## config.mk

```make
export PLATFORM = sky130hd
export DESIGN_NAME = led_pattern_gen
export DESIGN_NICKNAME = d
export VERILOG_FILES = /design/src/rtl/led_pattern_gen.sv
export SDC_FILE = /design/constraint.sdc
export NUM_CORES = 1
export LEC_CHECK = 0
export CAP_MARGIN = 40
export CORE_MARGIN = 2
export CORE_UTILIZATION = 55
export CTS_BUF_LIST = sky130_fd_sc_hd__clkbuf_4 sky130_fd_sc_hd__clkbuf_8
export CTS_CLUSTER_SIZE = 10
export DETAILED_ROUTE_END_ITERATION = 12
export PLACE_DENSITY = 0.87
export SETUP_SLACK_MARGIN = 0.3
export SYNTH_ARGS = -nofsm -noshare
export SYNTH_HDL_FRONTEND = slang
export SYNTH_SLANG_ARGS = --single-unit
```

## constraint.sdc

```tcl
create_clock -name clk_125 -period 2 [get_ports clk_125]
set_input_delay 0.4 -clock clk_125 [delete_from_list [all_inputs] [get_ports clk_125]]
set_output_delay 0.4 -clock clk_125 [all_outputs]
set_load 0.1 [all_outputs]
```

## src/rtl/led_pattern_gen.sv

```systemverilog
// LED pattern generator: selectable animated 4-bit patterns advanced by a
// step prescaler, gated by a free-running PWM for brightness, with mode
// changes taken over a valid/ready handshake.
module led_pattern_gen #(
    parameter int PRESCALE = 31250000,
    parameter int PWM_BITS = 4
) (
    input  logic                clk_125,
    input  logic                rst,
    input  logic [2:0]          mode_in,
    input  logic                mode_valid,
    output logic                mode_ready,
    input  logic [PWM_BITS-1:0] duty,
    output logic [3:0]          led,
    output logic                step
);

    localparam int PS_W = (PRESCALE > 1) ? $clog2(PRESCALE) : 1;
    localparam logic [PS_W-1:0] PS_LAST = PS_W'(PRESCALE - 1);

    typedef enum logic {
        S_LOAD,
        S_RUN
    } state_e;

    typedef enum logic [2:0] {
        M_OFF     = 3'd0,
        M_SHIFT_L = 3'd1,
        M_SHIFT_R = 3'd2,
        M_BLINK   = 3'd3,
        M_COUNT   = 3'd4,
        M_BOUNCE  = 3'd5
    } mode_e;

    typedef enum logic {
        DIR_LEFT,
        DIR_RIGHT
    } dir_e;

    state_e              state;
    state_e              state_next;
    mode_e               mode;
    dir_e                dir;
    dir_e                dir_next;
    logic [3:0]          pat;
    logic [3:0]          pat_next;
    logic [3:0]          pat_init;
    logic [PS_W-1:0]     prescaler;
    logic [PWM_BITS-1:0] pwm_cnt;
    logic                tick;
    logic                accept_load;
    logic                advance;
    logic                en;

    assign tick = (prescaler == PS_LAST);
    assign en   = (duty == '1) || (pwm_cnt < duty);

    // FSM state register
    always_ff @(posedge clk_125) begin
        if (!rst) begin
            state <= S_LOAD;
        end else begin
            state <= state_next;
        end
    end

    // Next state, handshake ready, and arbitration of accept versus tick
    always_comb begin
        state_next  = state;
        mode_ready  = 1'b0;
        accept_load = 1'b0;
        advance     = 1'b0;
        case (state)
            S_LOAD: begin
                state_next = S_RUN;
            end
            S_RUN: begin
                mode_ready = 1'b1;
                // Codes 6/7 complete the handshake but are dropped here, so
                // they neither reload nor block a coincident pattern advance.
                accept_load = mode_valid && (mode_in <= 3'd5);
                advance     = tick && !accept_load;
                if (accept_load) begin
                    state_next = S_LOAD;
                end
            end
            default: begin
                state_next = S_LOAD;
            end
        endcase
    end

    // Initial pattern per mode and next pattern/direction on a step
    always_comb begin
        pat_init = 4'b0000;
        pat_next = pat;
        dir_next = dir;
        case (mode)
            M_SHIFT_L: pat_init = 4'b0001;
            M_SHIFT_R: pat_init = 4'b1000;
            M_BLINK:   pat_init = 4'b1111;
            M_BOUNCE:  pat_init = 4'b0001;
            default:   pat_init = 4'b0000;
        endcase
        case (mode)
            M_OFF:     pat_next = 4'b0000;
            M_SHIFT_L: pat_next = {pat[2:0], pat[3]};
            M_SHIFT_R: pat_next = {pat[0], pat[3:1]};
            M_BLINK:   pat_next = ~pat;
            M_COUNT:   pat_next = pat + 4'd1;
            M_BOUNCE: begin
                if (dir == DIR_LEFT) begin
                    if (pat == 4'b1000) begin
                        pat_next = 4'b0100;
                        dir_next = DIR_RIGHT;
                    end else begin
                        pat_next = pat << 1;
                    end
                end else begin
                    if (pat == 4'b0001) begin
                        pat_next = 4'b0010;
                        dir_next = DIR_LEFT;
                    end else begin
                        pat_next = pat >> 1;
                    end
                end
            end
            default:   pat_next = pat;
        endcase
    end

    // Mode latch, pattern, prescaler, PWM counter and registered outputs
    always_ff @(posedge clk_125) begin
        if (!rst) begin
            mode      <= M_OFF;
            pat       <= '0;
            dir       <= DIR_LEFT;
            prescaler <= '0;
            pwm_cnt   <= '0;
            led       <= '0;
            step      <= 1'b0;
        end else begin
            pwm_cnt <= pwm_cnt + 1'b1;
            led     <= pat & {4{en}};
            step    <= 1'b0;
            if (state == S_LOAD) begin
                pat       <= pat_init;
                dir       <= DIR_LEFT;
                prescaler <= '0;
            end else begin
                prescaler <= tick ? '0 : prescaler + 1'b1;
                if (accept_load) begin
                    mode <= mode_e'(mode_in);
                end
                if (advance) begin
                    pat  <= pat_next;
                    dir  <= dir_next;
                    step <= 1'b1;
                end
            end
        end
    end

endmodule

```

==> out/qor.yml <==
run_status:
  status: "finished clean"
critical_path:
  cp_top_family: "simple AND/OR/NAND/NOR gates"
  worst-path-stages: 6
  endpoint_kind: "flop"
  path_cells: "nor4_2, nand4_1, or4_4, nand3_4, clkbuf_16, nor2_1"
  cp-start-kind: "flop"
  cpPeakStageDelay_ns: 0.54
  worstPathRequired_ns: 2.20
  crit_slowest_cell: "or4_4"
  ff2ff_path_depth: 6
  arrival_ns: 2.01
  crit_buf_inv: 1
  cp_max_fo: 12
  path_class: "flop to flop"
synthesis:
  ys_ff_latch: 43
  synth_edf_count: 0
  synthArstFlopShare_pct: 0
  synthCells: 271
  ys_top_cells_by_count: "dfxtp_1, nor2_1, nand3_1"
  synth_ff_type: "dfxtp_1"
  synthDominantCellAreaShare_pct: 37.9
  synthTopCellsByArea: "dfxtp_1, xor2_1, nor2_1"
  synthDistinctLibCells: 46
  netlist_area_sq_um: 2270
  ys_warn_count: 0
  synth_nets: 290
  seq_area_frac_synth_pct: 37.9
  syn_avg_cell_area_sq_um: 8.38
  yosysMostFrequentCell: "dfxtp_1"
  synth_top_area_cell: "dfxtp_1"
routing:
  drt_pass1_iterations: 4
  drt-wirelength-per-cell_um: 15.0
  vias: 2000
  totalWireLength_mm: 5.24
  drt_first_iter_violations: 142
  antenna_left: 0
  routed_via_density: 5.71
  drc: 0
cts:
  insertion_delay_ns: 0.30
  cts.clk_slew.worst_paths_ns: 0.08
  cts-root-to-sink-buffers: 2
  cts_buffers: 5
  cts_sinks: 43
  clockRootBuffer: "clkbuf_8"
  cts_tree: "yes"
  cts_htree_levels: 2
  hold_buffers: 0
worst_hold_path:
  hold_path_class: "flop to flop"
  holdPathStages: 1
sta:
  fin_crit_ns: 1.82
  tightest_slew_ns: 0.502
  fin_worst_skew_ns: 0.00515
  slew_viol_final: 0
  rsz0062_at_grt: "true"
  relSlewSlack_pct: 66.4
  fmax_mhz: 550
  final_hold_viol_count: 0
  hold_slack_ns: 0.488
  setup_tns_ns: 0
  period_share_pct: 90.9
  final-setup-viol-count: 0
layout:
  final_cells: 350
  area_growth_syn_to_layout_pct: 25.1
  nNetsFinal: 318
  multi_input_area_sq_um: 1410
  fin_area_sq_um: 2840
  fillCellCount: 297
  drive_above_1_share_pct: 21.3
  regArea_sq_um: 881
  antennaDiodeCount: 0
placement:
  placed_cell_area_sq_um: 2550
  routabilityCongestion: 0.879
  io_buffers: 15
  dp_hpwl_mm: 3.44
  placed_cells: 336
floorplanning:
  die_area_sq_um: 4660
  ioPinCount: 16
  die-height_um: 68.3
  die_x_um: 68.3
  core_sq_um: 4000
  floorplan.rows: 23
  start_util_pct: 56.8
power:
  ir_drop_uv: 486
  powerDensity_nw_per_um2: 629
  p_leak_nw: 1.05
  finalPower_mw: 1.79
grt:
  antenna_found_initial: 0
  grt.total_usage_pct: 23.0
  grt_pass1_wl_mm: 7.99
  overflow: 0
  grt_max_degree: 25
  first_global_vias: 1842
run:
  drv_cap: 0
-- where the power goes --
part / total [mW] / internal [mW] / switching [mW] / leakage (nW)
logic: 0.187 / 0.0885 / 0.0984 / 0.638
clock network: 0.703 / 0.404 / 0.299 / 0.0612
registers: 0.898 / 0.869 / 0.0289 / 0.354
total: 1.79 / 1.36 / 0.427 / 1.05
-- sequential cells by signal, summed over array words and instances, names as in the netlist --
register / cells
dir: 1
led: 4
mode: 3
pat: 4
prescaler: 25
pwm_cnt: 4
state: 1
step: 1
-- stage by stage --
stage	setup slack, ns	util, %
2_1_floorplan	0.268	-
3_3_place_gp	-0.0550	63.8
3_5_place_dp	-0.106	63.8
4_1_cts	0.227	68.5
5_1_grt	0.112	71.1
6_report	0.182	71.1
-- timing repair --
action,4_1_cts,5_1_grt
hold endpoints to repair,0,0
endpoints found under the setup margin,29,33
pin swaps,8,11
resized for setup,11,18
cloned,0,1
buffers inserted,4,1
-- routing by layer --
layer	global-route usage (%)	vias up	part of all wire (%)	wire, um
met5	0	-	0	0
met4	10.0	0	1.4	72
met3	5.76	7	4.3	228
met2	40.9	50	52	2730
met1	25.8	944	42	2210
li1	-	999	-	-
-- final cells by class --
cell class	count	share of cell area [%]
Clock buffer	6	2.90
Clock inverter	2	1.23
Inverter	11	1.45
Multi-Input combinational cell	204	49.7
Sequential cell	43	31.0
Tap cell	50	2.20
Timing Repair Buffer	34	11.5
-- logic make-up after synthesis --
logic type                 Yosys count  share of synthesized area, %
and+or+nand+nor                    123                          28.6
AOI/OAI and AO/OA                   43                          12.6
DFF                                 43                          37.9
xor gates and xnor gates            26                          10.0
buffers and inverters               24                          4.63
adders and majority gates            9                          4.96
muxes                                3                          1.32
-- layout by cell type (no fill, tap or decap), drive strengths merged, types with 9 or more instances in the layout --
cell,netlist,final
xor2,15,15
nand4,9,9
inv,11,11
dfxtp,43,43
buf,3,24
ha,9,9
nor2,34,34
nand3,23,23
a21oi,12,12
nand2,21,21
xnor2,11,11
-- path summary, 6_finish.rpt --
check	from	end	slack [ns]
max	prescaler[11]	prescaler[15]	0.18
max reg2reg	prescaler[11]	prescaler[15]	0.18
min reg2reg	pwm_cnt[0]	pwm_cnt[0]	0.49
min	pwm_cnt[0]	pwm_cnt[0]	0.49
No activity file was read; power rests on OpenSTA's default activity.
